## src/rtl/idelay_ctrl_pkg.sv

```systemverilog
// idelay_ctrl_pkg: shared state type, constants and width helper for the IDELAY tap controller
package idelay_ctrl_pkg;
  typedef enum logic [2:0] {INIT, IDLE, DRST, STEP, SETTLE, FIN} state_t;
  localparam int DRST_CYCLES = 2;
  function automatic int tap_width(input int n);
    return $clog2(n) + 1;
  endfunction
endpackage

```

## src/rtl/idelay_tap_ctrl_if.sv

```systemverilog
// idelay_tap_ctrl_if: command handshake (valid/ready, reset request, target tap) into the tap controller
interface idelay_tap_ctrl_if #(parameter int TAP_W = 4);
  logic cmd_valid;
  logic cmd_ready;
  logic cmd_rst;
  logic [TAP_W-1:0] cmd_tap;
  modport master (output cmd_valid, cmd_rst, cmd_tap, input cmd_ready);
  modport slave (input cmd_valid, cmd_rst, cmd_tap, output cmd_ready);
endinterface

```

## src/rtl/idelay_step_timer.sv

```systemverilog
// idelay_step_timer: settle down-counter, loaded on each CE step, expired once the gap has elapsed
module idelay_step_timer #(
  parameter int SETTLE_CYCLES = 4
) (
  input  logic clk,
  input  logic rst,
  input  logic load,
  output logic expired
);
  localparam int CW = $clog2(SETTLE_CYCLES) + 1;
  logic [CW-1:0] cnt;
  always_ff @(posedge clk) begin
    if (rst) cnt <= '0;
    else if (load) cnt <= CW'(SETTLE_CYCLES - 1);
    else if (cnt != '0) cnt <= cnt - 1'b1;
  end
  assign expired = cnt == '0;
endmodule

```

## src/rtl/idelay_tap_ctrl.sv

```systemverilog
// idelay_tap_ctrl: walks an IDELAY line one tap per step with settle gaps; IDELAY_STEP_CNT_EN adds step_cnt/step_cnt_clr
module idelay_tap_ctrl
  import idelay_ctrl_pkg::*;
#(
  parameter int NMBR_CASCADES = 8,
  parameter int SETTLE_CYCLES = 4,
  parameter int TAP_W = tap_width(NMBR_CASCADES)
) (
  input  logic             CLK,
  input  logic             RST,
  idelay_tap_ctrl_if.slave cmd,
`ifdef IDELAY_STEP_CNT_EN
  input  logic             step_cnt_clr,
  output logic [15:0]      step_cnt,
`endif
  output logic             dly_ce,
  output logic             dly_inc,
  output logic             dly_rst,
  output logic             dly_en_vtc,
  output logic [TAP_W-1:0] cur_tap,
  output logic             busy,
  output logic             done,
  output logic             err
);
  localparam logic [TAP_W-1:0] TAP_LIMIT = TAP_W'(NMBR_CASCADES);
  localparam logic [1:0] DRST_LAST = 2'(DRST_CYCLES - 1);
  state_t state;
  logic [TAP_W-1:0] target;
  logic [1:0] drst_cnt;
  logic from_init;
  logic settle_done;
  idelay_step_timer #(.SETTLE_CYCLES(SETTLE_CYCLES)) u_timer (
    .clk(CLK),
    .rst(RST),
    .load(state == STEP),
    .expired(settle_done)
  );
  always_ff @(posedge CLK) begin
    if (RST) begin
      state <= INIT;
      cur_tap <= '0;
      target <= '0;
      drst_cnt <= '0;
      from_init <= 1'b0;
      dly_ce <= 1'b0;
      dly_inc <= 1'b0;
      dly_rst <= 1'b0;
      dly_en_vtc <= 1'b0;
      cmd.cmd_ready <= 1'b0;
      busy <= 1'b1;
      done <= 1'b0;
      err <= 1'b0;
    end else begin
      dly_ce <= 1'b0;
      done <= 1'b0;
      err <= 1'b0;
      case (state)
        INIT: begin
          state <= DRST;
          from_init <= 1'b1;
          drst_cnt <= '0;
          dly_rst <= 1'b1;
        end
        IDLE: if (cmd.cmd_valid) begin
          cmd.cmd_ready <= 1'b0;
          busy <= 1'b1;
          dly_en_vtc <= 1'b0;
          if (cmd.cmd_rst) begin
            state <= DRST;
            from_init <= 1'b0;
            drst_cnt <= '0;
            dly_rst <= 1'b1;
          end else if (cmd.cmd_tap >= TAP_LIMIT || cmd.cmd_tap == cur_tap) begin
            state <= FIN;
            done <= 1'b1;
            err <= cmd.cmd_tap >= TAP_LIMIT;
          end else begin
            state <= STEP;
            target <= cmd.cmd_tap;
            dly_ce <= 1'b1;
            dly_inc <= cmd.cmd_tap > cur_tap;
          end
        end
        DRST: if (drst_cnt == DRST_LAST) begin
          dly_rst <= 1'b0;
          cur_tap <= '0;
          state <= from_init ? IDLE : FIN;
          done <= !from_init;
          cmd.cmd_ready <= from_init;
          busy <= !from_init;
          dly_en_vtc <= from_init;
        end else begin
          drst_cnt <= drst_cnt + 1'b1;
        end
        STEP: begin
          state <= SETTLE;
          cur_tap <= dly_inc ? cur_tap + 1'b1 : cur_tap - 1'b1;
        end
        SETTLE: if (settle_done) begin
          state <= cur_tap == target ? FIN : STEP;
          done <= cur_tap == target;
          dly_ce <= cur_tap != target;
        end
        FIN: begin
          state <= IDLE;
          cmd.cmd_ready <= 1'b1;
          busy <= 1'b0;
          dly_en_vtc <= 1'b1;
        end
        default: state <= INIT;
      endcase
    end
  end
`ifdef IDELAY_STEP_CNT_EN
  always_ff @(posedge CLK) begin
    if (RST || step_cnt_clr) step_cnt <= '0;
    else if (dly_ce && step_cnt != 16'hFFFF) step_cnt <= step_cnt + 1'b1;
  end
`endif
endmodule

```

## src/flat_wrapper.sv

```systemverilog
// flat-port wrapper written by rule: the top's interface ports become plain ports
module idelay_tap_ctrl_flat import idelay_ctrl_pkg::*;
#(
  parameter int NMBR_CASCADES = 8,
  parameter int SETTLE_CYCLES = 4,
  parameter int TAP_W = tap_width(NMBR_CASCADES)
)
  (CLK, RST, dly_ce, dly_inc, dly_rst, dly_en_vtc, cur_tap, busy, done, err, cmd_cmd_valid, cmd_cmd_rst, cmd_cmd_tap, cmd_cmd_ready);
  idelay_tap_ctrl_if #(.TAP_W(TAP_W)) cmd_i ();
  input  logic CLK;
  input  logic RST;
  output logic dly_ce;
  output logic dly_inc;
  output logic dly_rst;
  output logic dly_en_vtc;
  output logic [TAP_W-1:0] cur_tap;
  output logic busy;
  output logic done;
  output logic err;
  input wire logic [$bits(cmd_i.cmd_valid)-1:0] cmd_cmd_valid;
  input wire logic [$bits(cmd_i.cmd_rst)-1:0] cmd_cmd_rst;
  input wire logic [$bits(cmd_i.cmd_tap)-1:0] cmd_cmd_tap;
  output wire logic [$bits(cmd_i.cmd_ready)-1:0] cmd_cmd_ready;
  assign cmd_i.cmd_valid = cmd_cmd_valid;
  assign cmd_i.cmd_rst = cmd_cmd_rst;
  assign cmd_i.cmd_tap = cmd_cmd_tap;
  assign cmd_cmd_ready = cmd_i.cmd_ready;
  idelay_tap_ctrl #(.NMBR_CASCADES(NMBR_CASCADES), .SETTLE_CYCLES(SETTLE_CYCLES), .TAP_W(TAP_W)) u_core (.CLK(CLK), .RST(RST), .cmd(cmd_i), .dly_ce(dly_ce), .dly_inc(dly_inc), .dly_rst(dly_rst), .dly_en_vtc(dly_en_vtc), .cur_tap(cur_tap), .busy(busy), .done(done), .err(err));
endmodule
```

## config.mk

```make
export PLATFORM = sky130hd
export DESIGN_NAME = idelay_tap_ctrl_flat
export DESIGN_NICKNAME = d
export VERILOG_FILES = /design/src/rtl/idelay_ctrl_pkg.sv /design/src/rtl/idelay_tap_ctrl_if.sv /design/src/rtl/idelay_step_timer.sv /design/src/rtl/idelay_tap_ctrl.sv /design/src/flat_wrapper.sv
export SDC_FILE = /design/constraint.sdc
export NUM_CORES = 1
export LEC_CHECK = 0
export CAP_MARGIN = 20
export CORE_ASPECT_RATIO = 1.1
export CORE_UTILIZATION = 45
export DETAILED_ROUTE_END_ITERATION = 10
export DONT_BUFFER_PORTS = 1
export HOLD_SLACK_MARGIN = 0.12
export PLACE_DENSITY = 0.68
export SKIP_CTS_REPAIR_TIMING = 1
export SYNTH_ARGS = -nofsm -noshare
export SYNTH_HDL_FRONTEND = slang
export SYNTH_SLANG_ARGS = --single-unit
```

## constraint.sdc

```tcl
create_clock -name CLK -period 4.5 [get_ports CLK]
set_input_delay 0.225 -clock CLK [delete_from_list [all_inputs] [get_ports CLK]]
set_output_delay 0.225 -clock CLK [all_outputs]
set_load 0.05 [all_outputs]
```

======== Yosys cells after proc, flatten, opt, wreduce, memory -nomap -nowiden ========
Cells that the tools add are included.
cells by class
  magnitude comparators ................... 2
  add/subtract/negate cells ............... 4
  muxes and demuxes ....................... 41
  reduce and logical (&&, ||, !) cells .... 19
  bitwise gates (word level) .............. 4
  eq/ne operators ......................... 14
operator list
  operator                                                  number
  two-way mux 3 bit                                         7
  two-way mux 1 bit                                         18
  case mux 3 bit (6 select lines)                           1
  case mux 1 bit (3 select lines)                           4
  AND reduction 4 bit                                       3
  two-way mux 2 bit                                         5
  AND reduction 3 bit                                       3
  nonzero test 3 bit                                        3
  == test 4 bit                                             2
  two-way mux 4 bit                                         2
  case mux 4 bit (2 select lines)                           1
  == test 3 x 2 -> 1 bit, second input constant             2
  == test 3 bit, second input constant                      2
  zero test 3 bit                                           2
  != test 2 bit, second input constant                      3
  case mux 2 bit (3 select lines)                           1
  nonzero test 2 bit                                        3
  OR reduction 5 bit                                        1
  adder 4 x 1 -> 4 bit, second input constant               1
  greater-or-equal comparator 4 bit, second input constant  1
  > comparator 4 bit                                        1
  != test 2 x 1 -> 1 bit, second input constant             2
  != test 4 bit                                             1
  inverter 1 bit                                            4
  other kinds (10)                                          11
word-level totals
  input bits .............................. 8
  word-level logic and storage cells ...... 98
  output and inout port bits .............. 12
  bits in registers ....................... 24

======== Longest topological paths before layout ========
Gate-level depths: netlist (run 1).
  word-level depth ........................ 6
  mapped depth ............................ 7
  depth with buffers taken out ............ 6

======== Modules after synthesis ========
From an unflattened synthesis (run 1), not the netlist that was laid out.
unflattened totals
  cell total of the unflattened synthesis .. 172
  area total of the unflattened synthesis .. 1435.1 um2
modules (own cells, without submodules)
  module             times used  area an instance (um2)  sequential area each (um2)  cells an instance
  idelay_tap_ctrl    1           1260.0                  420.4                       154
  idelay_step_timer  1           175.2                   60.1                        18

======== Worst setup path after synthesis (run 1) ========
OpenSTA, ideal clock, no wires.
  path kind ............................... register to register
  start ................................... register u_core.cur_tap[3]
  end ..................................... register u_core.target[0]
  period minus slack after synthesis ...... 2.242 ns
  slack ................................... 2.258 ns
  cell stages (with the launch flop) ...... 7
  data required time ...................... 4.372 ns
  library setup time ...................... 0.128 ns
  arrival time ............................ 2.115 ns
  path buffers ............................ 0
  cells stage by stage .................... dfxtp_1 inv_1 ha_1 a41o_1 nor4_4 mux2i_1 nor2_1
between the ends
  word-level cells in the longest chain between the ends .. 4
RTL lines
  item                                  line                   source
  start: declaration                    idelay_tap_ctrl.sv:20  output logic [TAP_W-1:0] cur_tap,
  start signal: assignment              idelay_tap_ctrl.sv:97  cur_tap <= dly_inc ? cur_tap + 1'b1 : cur_tap - 1'b1;
  == test 4 bit                         idelay_tap_ctrl.sv:73  end else if (cmd.cmd_tap >= TAP_LIMIT || cmd.cmd_tap == cur_tap) begin
  logical OR 1 bit                      idelay_tap_ctrl.sv:73
  inverter 1 bit (no source line)       n/a
  AND reduction 4 bit (no source line)  n/a
  end signal: assignment                idelay_tap_ctrl.sv:79  target <= cmd.cmd_tap;
  end: declaration                      idelay_tap_ctrl.sv:28  logic [TAP_W-1:0] target;
Every way passes these cells.
A chain may end at the register's enable or synchronous reset.

======== Worst setup path in the final report (run 1) ========
Same ends and word-level chain as after synthesis.

==> impl_summary.log, run 1 <==
[metrics] result of the run: complete, no violations
[metrics] Synth-to-Final Area Change: 6.14%
[metrics] Max-Cap Viols: 0
[metrics] share of the yosys chip area belonging to registers: 0.342
[metrics] required time of the critical path: between 4 and 5 ns
[metrics] count of fill cells added during filler insertion: 283
[metrics] crit path DAT: about 2.7 ns
[metrics] number of global-route vias before repair: 1083
[metrics] fraction of the core area covered by cells at the end of the flow: 0.519
[metrics] CP Cell Sequence: inv_1 -> ha_1 -> a41o_1 -> nor4_4 -> mux2i_1 -> nor2_1
[metrics] violation count after the first detailed-route iteration: 62
[metrics] Syn Area/Cell: roughly 8.4 µm²
[metrics] type of the worst setup path: flop to flop
[metrics] largest net degree at the start of global routing: 23
[metrics] commonest non-fill, non-tap cells in the layout: sky130_fd_sc_hd__dfxtp_1 (24), sky130_fd_sc_hd__nor2_1 (20), sky130_fd_sc_hd__inv_1 (14), sky130_fd_sc_hd__a21oi_1 (13), sky130_fd_sc_hd__o21ai_0 (10)
[metrics] Sum Neg Setup Slack: 0 ns
[metrics] I/O pin count: 20
[metrics] ratio of routed vias to standard cells: between 5 and 6
[metrics] post-route cell area: between 1000 and 1500 µm²
[metrics] weighted congestion at the end of routability-driven global placement: between 0.7 and 0.8
[metrics] initial standard-cell utilization of the core: 0.489
[metrics] library cells used by synthesis: 46
[metrics] global-route wire length before repair: around 5000 µm
[metrics] number of buffer cells added on primary ports: 0
[metrics] ANT cells: 0
[metrics] hold violation total from the final report: 0
[metrics] clock root cell: sky130_fd_sc_hd__clkbuf_4
[metrics] share of flip-flops with an asynchronous set or reset after synthesis: 0
[metrics] number of buffers created by CTS: 3
[metrics] antenna violations before repair: 0
[metrics] gr usage total: 0.194
[metrics] Core Region: approximately 2900 µm²
[metrics] most frequent standard cell in the layout excluding fill and tap cells: sky130_fd_sc_hd__dfxtp_1
[metrics] Placement Rows: 20
[metrics] max-slew violations: 0
[metrics] chip height: 60.6 µm
[metrics] time the worst path needs with I/O delays and setup: 2.52 ns
[metrics] CTS tree: yes
[metrics] maximum vdd drop: about 0.29 mV
[metrics] FMAX: about 0.40 GHz
[metrics] LEAKAGE: 0.000581 µW
[metrics] non-filler cells in the finished layout: ~200
[metrics] die area: around 3400 µm²
[metrics] HPWL after DPL: about 2100 µm
[metrics] final setup violation count: 0
[metrics] count of flip-flops with a built-in enable after synthesis: 0
[metrics] clk buf depth: 2
[metrics] Pre-antenna DRT Iters: 4
[metrics] routed wire length: between 3000 and 4000 µm
[metrics] worst stage delay on the critical path: between 0.7 and 0.8 ns
[metrics] crit path launch type: flop
[metrics] CP Capture Type: flop
[metrics] post-synthesis net count: 186
[metrics] floorplan die width: roughly 55 µm
[metrics] Worst Clk Skew: around 0.0027 ns
[metrics] number of remaining DRC errors: 0
[metrics] sum of overflow across all layers after global routing: 0
[metrics] Hold WS: about 0.13 ns
[metrics] crit-path max FO: 7
[metrics] post-detailed-placement cell area: 1410 µm²
[metrics] slew at the pin closest to its max-slew limit: 0.969 ns
[metrics] PD cells: approximately 400 nW/µm²
[metrics] unrepaired setup endpoints after global routing: no
[metrics] fraction of final layout cells sized beyond drive strength 1: 0.0414
[metrics] total number of nets in the final design: about 190
[metrics] number of H-tree branching levels: 1
[metrics] total number of clock tree sinks: 24
[metrics] period utilisation layout: 0.560
[metrics] CP bufs+invs: 1
[metrics] CP max-delay cell: sky130_fd_sc_hd__dfxtp_1
[metrics] placed insts: 193
[metrics] Antenna Nets Post-Route: 0
[metrics] synthesized instance count: 168
[metrics] kind of cell adding the most delay to the critical path: flip-flops
[metrics] Synth Register Bits: 24
[metrics] total number of vias: 1181
[metrics] relative slew slack: 0.353
[metrics] worst skew pair latency: between 0.3 and 0.4 ns
[metrics] most common flop cell mapped by yosys: sky130_fd_sc_hd__dfxtp_1
[metrics] drt wl/cell: 15.4 µm
[metrics] Post-Syn Area: 1410 µm²
[metrics] worst hold path class: input pin to flop
[metrics] Yosys warning count: 0
[metrics] clock-pin slew on the worst setup and hold paths: ~0.13 ns
flip-flops by register name, summed over array words and instances (netlist names):
name / cells
u_core.busy: 1
u_core.err: 1
u_core.state: 3
u_core.target: 4
u_core.dly_ce: 1
u_core.done: 1
u_core.dly_rst: 1
u_core.cur_tap: 4
u_core.drst_cnt: 2
u_core.dly_inc: 1
u_core.u_timer.cnt: 3
u_core.from_init: 1
u_core.dly_en_vtc: 1
path summary, 6_finish.rpt:
path,start,end,slack (ns),depth (start not counted)
min,cmd_cmd_rst,u_core.dly_inc,0.13,3
max reg2reg,u_core.cur_tap[3],u_core.target[0],1.98,6
max,u_core.cur_tap[3],u_core.target[0],1.98,6
min reg2reg,u_core.drst_cnt[1],u_core.drst_cnt[1],0.48,1
routing by layer:
layer / global-route usage / vias to the layer above / routed length (µm)
met1: 0.257 / 563 / 1530
met5: 0 / - / 0
met3: 0.0512 / 2 / 103
met2: 0.315 / 20 / 1460
met4: 0.0571 / 0 / 25
li1: - / 596 / -
cell type report:
class,count,area (µm²),share of cell area
clock buffers,3,22.5,0.0151
inverters,14,52.6,0.0352
multi-input cells,122,836,0.560
flip-flops and latches,24,480,0.322
well taps,33,41.3,0.0277
repair buffers,6,60.1,0.0402
worst min-delay path, delay by kind of cell:
family             cells  cell delay, ns
and+or+nand+nor        2            0.14
AOI/OAI and AO/OA      1            0.05
synth_stat cells (all sizes together), types with 5 or more instances:
cell,number,area [µm²]
nor2,20,75.1
ha,9,113
xnor2,6,52.6
dfxtp,24,480
inv,14,52.6
a21o,5,37.5
nor4,6,52.6
nand2,8,30.0
a21oi,13,65.1
o21ai,10,50.1
where the power goes:
part           internal [µW]  switching [µW]  total (µW)
combinational           85.7             102         188
sequential               243            71.0         314
clock                   31.3            63.3        94.6
cells by family after synthesis:
group	after synthesis	synth area share
AND/OR/NAND/NOR	55	0.220
adder cells (fa/ha/maj)	10	0.0943
AO/OA/AOI/OAI	46	0.209
buffers and inverters	22	0.0641
multiplexers	3	0.0214
flip-flops	24	0.342
XOR/XNOR	8	0.0498
through the flow:
step	worst slack (ns)	power (µW)
after floorplan	2.26	472
after global placement	2.13	489
after detailed placement	2.04	499
after CTS	2.02	594
after global routing	1.83	645
final	1.98	597
Power figures use the tool's default switching activity.
==> inputs of run 2 (changes only) <==
--- a/config.mk
+++ b/config.mk
@@ -5,6 +5,7 @@
 export SDC_FILE = /design/constraint.sdc
 export NUM_CORES = 1
 export LEC_CHECK = 0
+export ABC_AREA = 1
 export CAP_MARGIN = 20
 export CORE_ASPECT_RATIO = 1.1
 export CORE_UTILIZATION = 45
==> constraint.sdc (replaced) <==
create_clock -name CLK -period 2.6 [get_ports CLK]
set_input_delay 0.13 -clock CLK [delete_from_list [all_inputs] [get_ports CLK]]
set_output_delay 0.13 -clock CLK [all_outputs]
set_load 0.05 [all_outputs]
==> run 2 against run 1 <==
Non-clock buffer count increased by 6. Critical path depth up 2. Sequential cell count unchanged. Sequential power grew 85%. Clock-buffer cell count stayed put. Clock power grew to 2.9 times the previous value. Global-route usage decreased by 0.14 points. Register-to-register slack lost 1.2 ns. Worst hold slack improved by 0.056 ns. First-iteration DRC count down 39%. Combinational power rose to 3.5 times the previous value. Critical endpoint is now u_core.target[2]. Largest cell class unchanged. Largest power group is now combinational logic. Highest routed layer unchanged.
==> impl_summary.log, run 2 <==
[metrics] result of the run: complete, no violations
[metrics] antenna violations before repair: 0
[metrics] library cells used by synthesis: 30
[metrics] CP endpoint: u_core.target[2]
[metrics] Core Region: 2800 µm²
[metrics] floorplan die width: between 50 and 60 µm
[metrics] number of buffers created by CTS: 3
[metrics] Post-Syn Area: 1360 µm²
[metrics] commonest non-fill, non-tap cells in the layout: sky130_fd_sc_hd__nand2_1 (40), sky130_fd_sc_hd__inv_1 (27), sky130_fd_sc_hd__dfxtp_1 (24), sky130_fd_sc_hd__a21oi_1 (18), sky130_fd_sc_hd__nor2_1 (13)
[metrics] worst skew pair latency: 0.32 ns
[metrics] routed wire length: around 2800 µm
[metrics] die area: between 3000 and 4000 µm²
[metrics] Synth Register Bits: 24
[metrics] crit path DAT: around 2.1 ns
[metrics] Sequential Power Share: 0.386
[metrics] global-route wire length before repair: ~4400 µm
[metrics] FMAX: roughly 0.55 GHz
[metrics] startpoint of the lowest-slack hold path: cmd_cmd_rst
[metrics] placed insts: ~230
[metrics] total number of nets in the final design: 221
[metrics] ANT cells: 0
[metrics] maximum vdd drop: 0.510 mV
[metrics] violation count after the first detailed-route iteration: 38
[metrics] non-filler cells in the finished layout: roughly 240
[metrics] gr usage total: 0.192
[metrics] post-detailed-placement cell area: 1430 µm²
[metrics] synthesized instance count: between 150 and 200
[metrics] clock root cell: sky130_fd_sc_hd__clkbuf_4
[metrics] max-slew violations: 0
[metrics] clock share of power: 0.180
[metrics] total number of clock tree sinks: 24
[metrics] area taken by flip-flops and latches: between 400 and 500 µm²
[metrics] fraction of power spent switching nets: 0.447
[metrics] sum of overflow across all layers after global routing: 0
[metrics] weighted congestion at the end of routability-driven global placement: approximately 0.84
[metrics] clk buf depth: 2
[metrics] total number of vias: between 1000 and 1500
[metrics] reg-to-reg slack, setup: around 0.77 ns
[metrics] Pre-antenna DRT Iters: 4
[metrics] Int Power: about 830 µW
[metrics] top-area cell type share of the netlist area: 0.354
[metrics] Synth-to-Final Area Change: 13.6%
[metrics] most common library cells after synthesis: sky130_fd_sc_hd__nand2_1 (40), sky130_fd_sc_hd__inv_1 (27), sky130_fd_sc_hd__dfxtp_1 (24), sky130_fd_sc_hd__a21oi_1 (18), sky130_fd_sc_hd__nor2_1 (13)
[metrics] Placement Rows: 20
[metrics] most common flop cell mapped by yosys: sky130_fd_sc_hd__dfxtp_1
[metrics] CP Capture Type: flop
[metrics] number of global-route vias before repair: 1121
[metrics] Antenna Nets Post-Route: 0
[metrics] time the worst path needs with I/O delays and setup: about 1.8 ns
[metrics] fraction of final layout cells sized beyond drive strength 1: 0.144
[metrics] Syn Area/Cell: roughly 7.2 µm²
[metrics] count of flip-flops with a built-in enable after synthesis: 0
[metrics] count of fill cells added during filler insertion: between 200 and 300
[metrics] clock-pin slew on the worst setup and hold paths: approximately 0.13 ns
[metrics] most frequent standard cell in the layout excluding fill and tap cells: sky130_fd_sc_hd__nand2_1
[metrics] share of the yosys chip area belonging to registers: 0.354
[metrics] share of flip-flops with an asynchronous set or reset after synthesis: 0
[metrics] HPWL after DPL: 2190 µm
[metrics] period utilisation layout: 0.704
[metrics] worst reg2reg path startpoint: u_core.cur_tap[3]
[metrics] area used by multi-input combinational logic: 733 µm²
[metrics] crit path launch type: flop
[metrics] type of the worst setup path: flop to flop
[metrics] worst hold path class: input pin to flop
[metrics] leading registers by flop count: u_core.cur_tap: 4 flops, u_core.target: 4 flops
[metrics] Yosys warning count: 0
[metrics] largest net degree at the start of global routing: 17
[metrics] required time of the critical path: roughly 2.9 ns
[metrics] number of buffer cells added on primary ports: 0
[metrics] critical path startpoint: u_core.cur_tap[3]
[metrics] post-route cell area: about 1500 µm²
[metrics] number of H-tree branching levels: 1
[metrics] Sum Neg Setup Slack: 0 ns
[metrics] Reg2Reg Depth: 8
[metrics] hold violation total from the final report: 0
[metrics] I/O pin count: 20
[metrics] dominant cells by area after synthesis: sky130_fd_sc_hd__dfxtp_1 (35%), sky130_fd_sc_hd__nand2_1 (11%), sky130_fd_sc_hd__ha_1 (8.3%)
[metrics] LEAKAGE: approximately 0.0007 µW
[metrics] crit-path max FO: 7
[metrics] CTS tree: yes
[metrics] most frequent cell after synthesis: sky130_fd_sc_hd__nand2_1
[metrics] unrepaired setup endpoints after global routing: no
[metrics] ratio of routed vias to standard cells: 5.30
[metrics] Max-Cap Viols: 0
[metrics] biggest area consumer among synthesized cells: sky130_fd_sc_hd__dfxtp_1
[metrics] post-synthesis net count: 207
[metrics] relative slew slack: 0.577
[metrics] combinational fraction of design power: 0.434
[metrics] PD cells: 976 nW/µm²
[metrics] slew at the pin closest to its max-slew limit: roughly 0.63 ns
[metrics] capture instance of the worst register-to-register path: u_core.target[2]
[metrics] net switching power: just under 700 µW
[metrics] chip height: 59.6 µm
[metrics] Worst Clk Skew: ~0.0034 ns
[metrics] final setup violation count: 0
[metrics] drt wl/cell: approximately 12 µm
[metrics] number of remaining DRC errors: 0
[metrics] initial standard-cell utilization of the core: 0.484
## run 2: critical path, stage by stage (launching register included)
cell,delay (ns)
sky130_fd_sc_hd__dfxtp_1,0.33
sky130_fd_sc_hd__buf_4,0.21
sky130_fd_sc_hd__inv_1,0.09
sky130_fd_sc_hd__ha_1,0.30
sky130_fd_sc_hd__nand2_1,0.07
sky130_fd_sc_hd__o21ai_1,0.30
sky130_fd_sc_hd__nand3b_2,0.26
sky130_fd_sc_hd__o21ai_1,0.07
sky130_fd_sc_hd__a21oi_1,0.13
## run 2: layout make-up
class,count,share of cell area
Multi-Input combinational cell,128,0.476
Tap cell,33,0.0268
Clock inverter,1,0.0195
Clock buffer,3,0.0146
Inverter,34,0.0829
Timing Repair Buffer,12,0.0682
Sequential cell,24,0.312
## run 2: kinds of logic after synthesis
| family | share of synthesized area |
|---|---|
| AOI/OAI and AO/OA | 0.141 |
| xor gates and xnor gates | 0.0258 |
| adders and majority gates | 0.0978 |
| buffers and inverters | 0.105 |
| DFF | 0.354 |
| and+or+nand+nor | 0.276 |
## run 2: worst min path at each step
stage	slack [ns]	end	cells after the start
final	0.19	u_core.err	5
after global routing	0.23	u_core.err	5
after CTS	-0.16	u_core.state[1]	1
after detailed placement	0.20	u_core.cur_tap[2]	1
after global placement	0.20	u_core.cur_tap[1]	1
after floorplan	0.27	u_core.err	2
## run 2: power by group through the flow
stage	combinational (µW)	clock, µW	sequential [µW]
floorplan	462	0	652
global route	738	289	591
detailed placement	641	0	590
CTS	647	279	581
global placement	625	0	587
finish	653	271	580
## run 2: per-layer routing
layer	wire length (µm)	part of all wire	track usage
met1	1190	0.42	0.206
met2	1460	0.51	0.350
met3	136	0.048	0.0308
met4	54	0.019	0.0952
met5	0	0	0
## run 2: per-stage QoR
stage                     setup slack [ns]  total power [µW]   util  hold slack, ns
after global routing                 0.594              1620  0.550           0.232
after floorplan                      0.703              1110      -           0.269
after CTS                            0.765              1510  0.528          -0.156
after global placement               0.864              1210  0.509           0.201
after detailed placement             0.800              1230  0.509           0.203
final                                0.771              1500  0.550           0.190
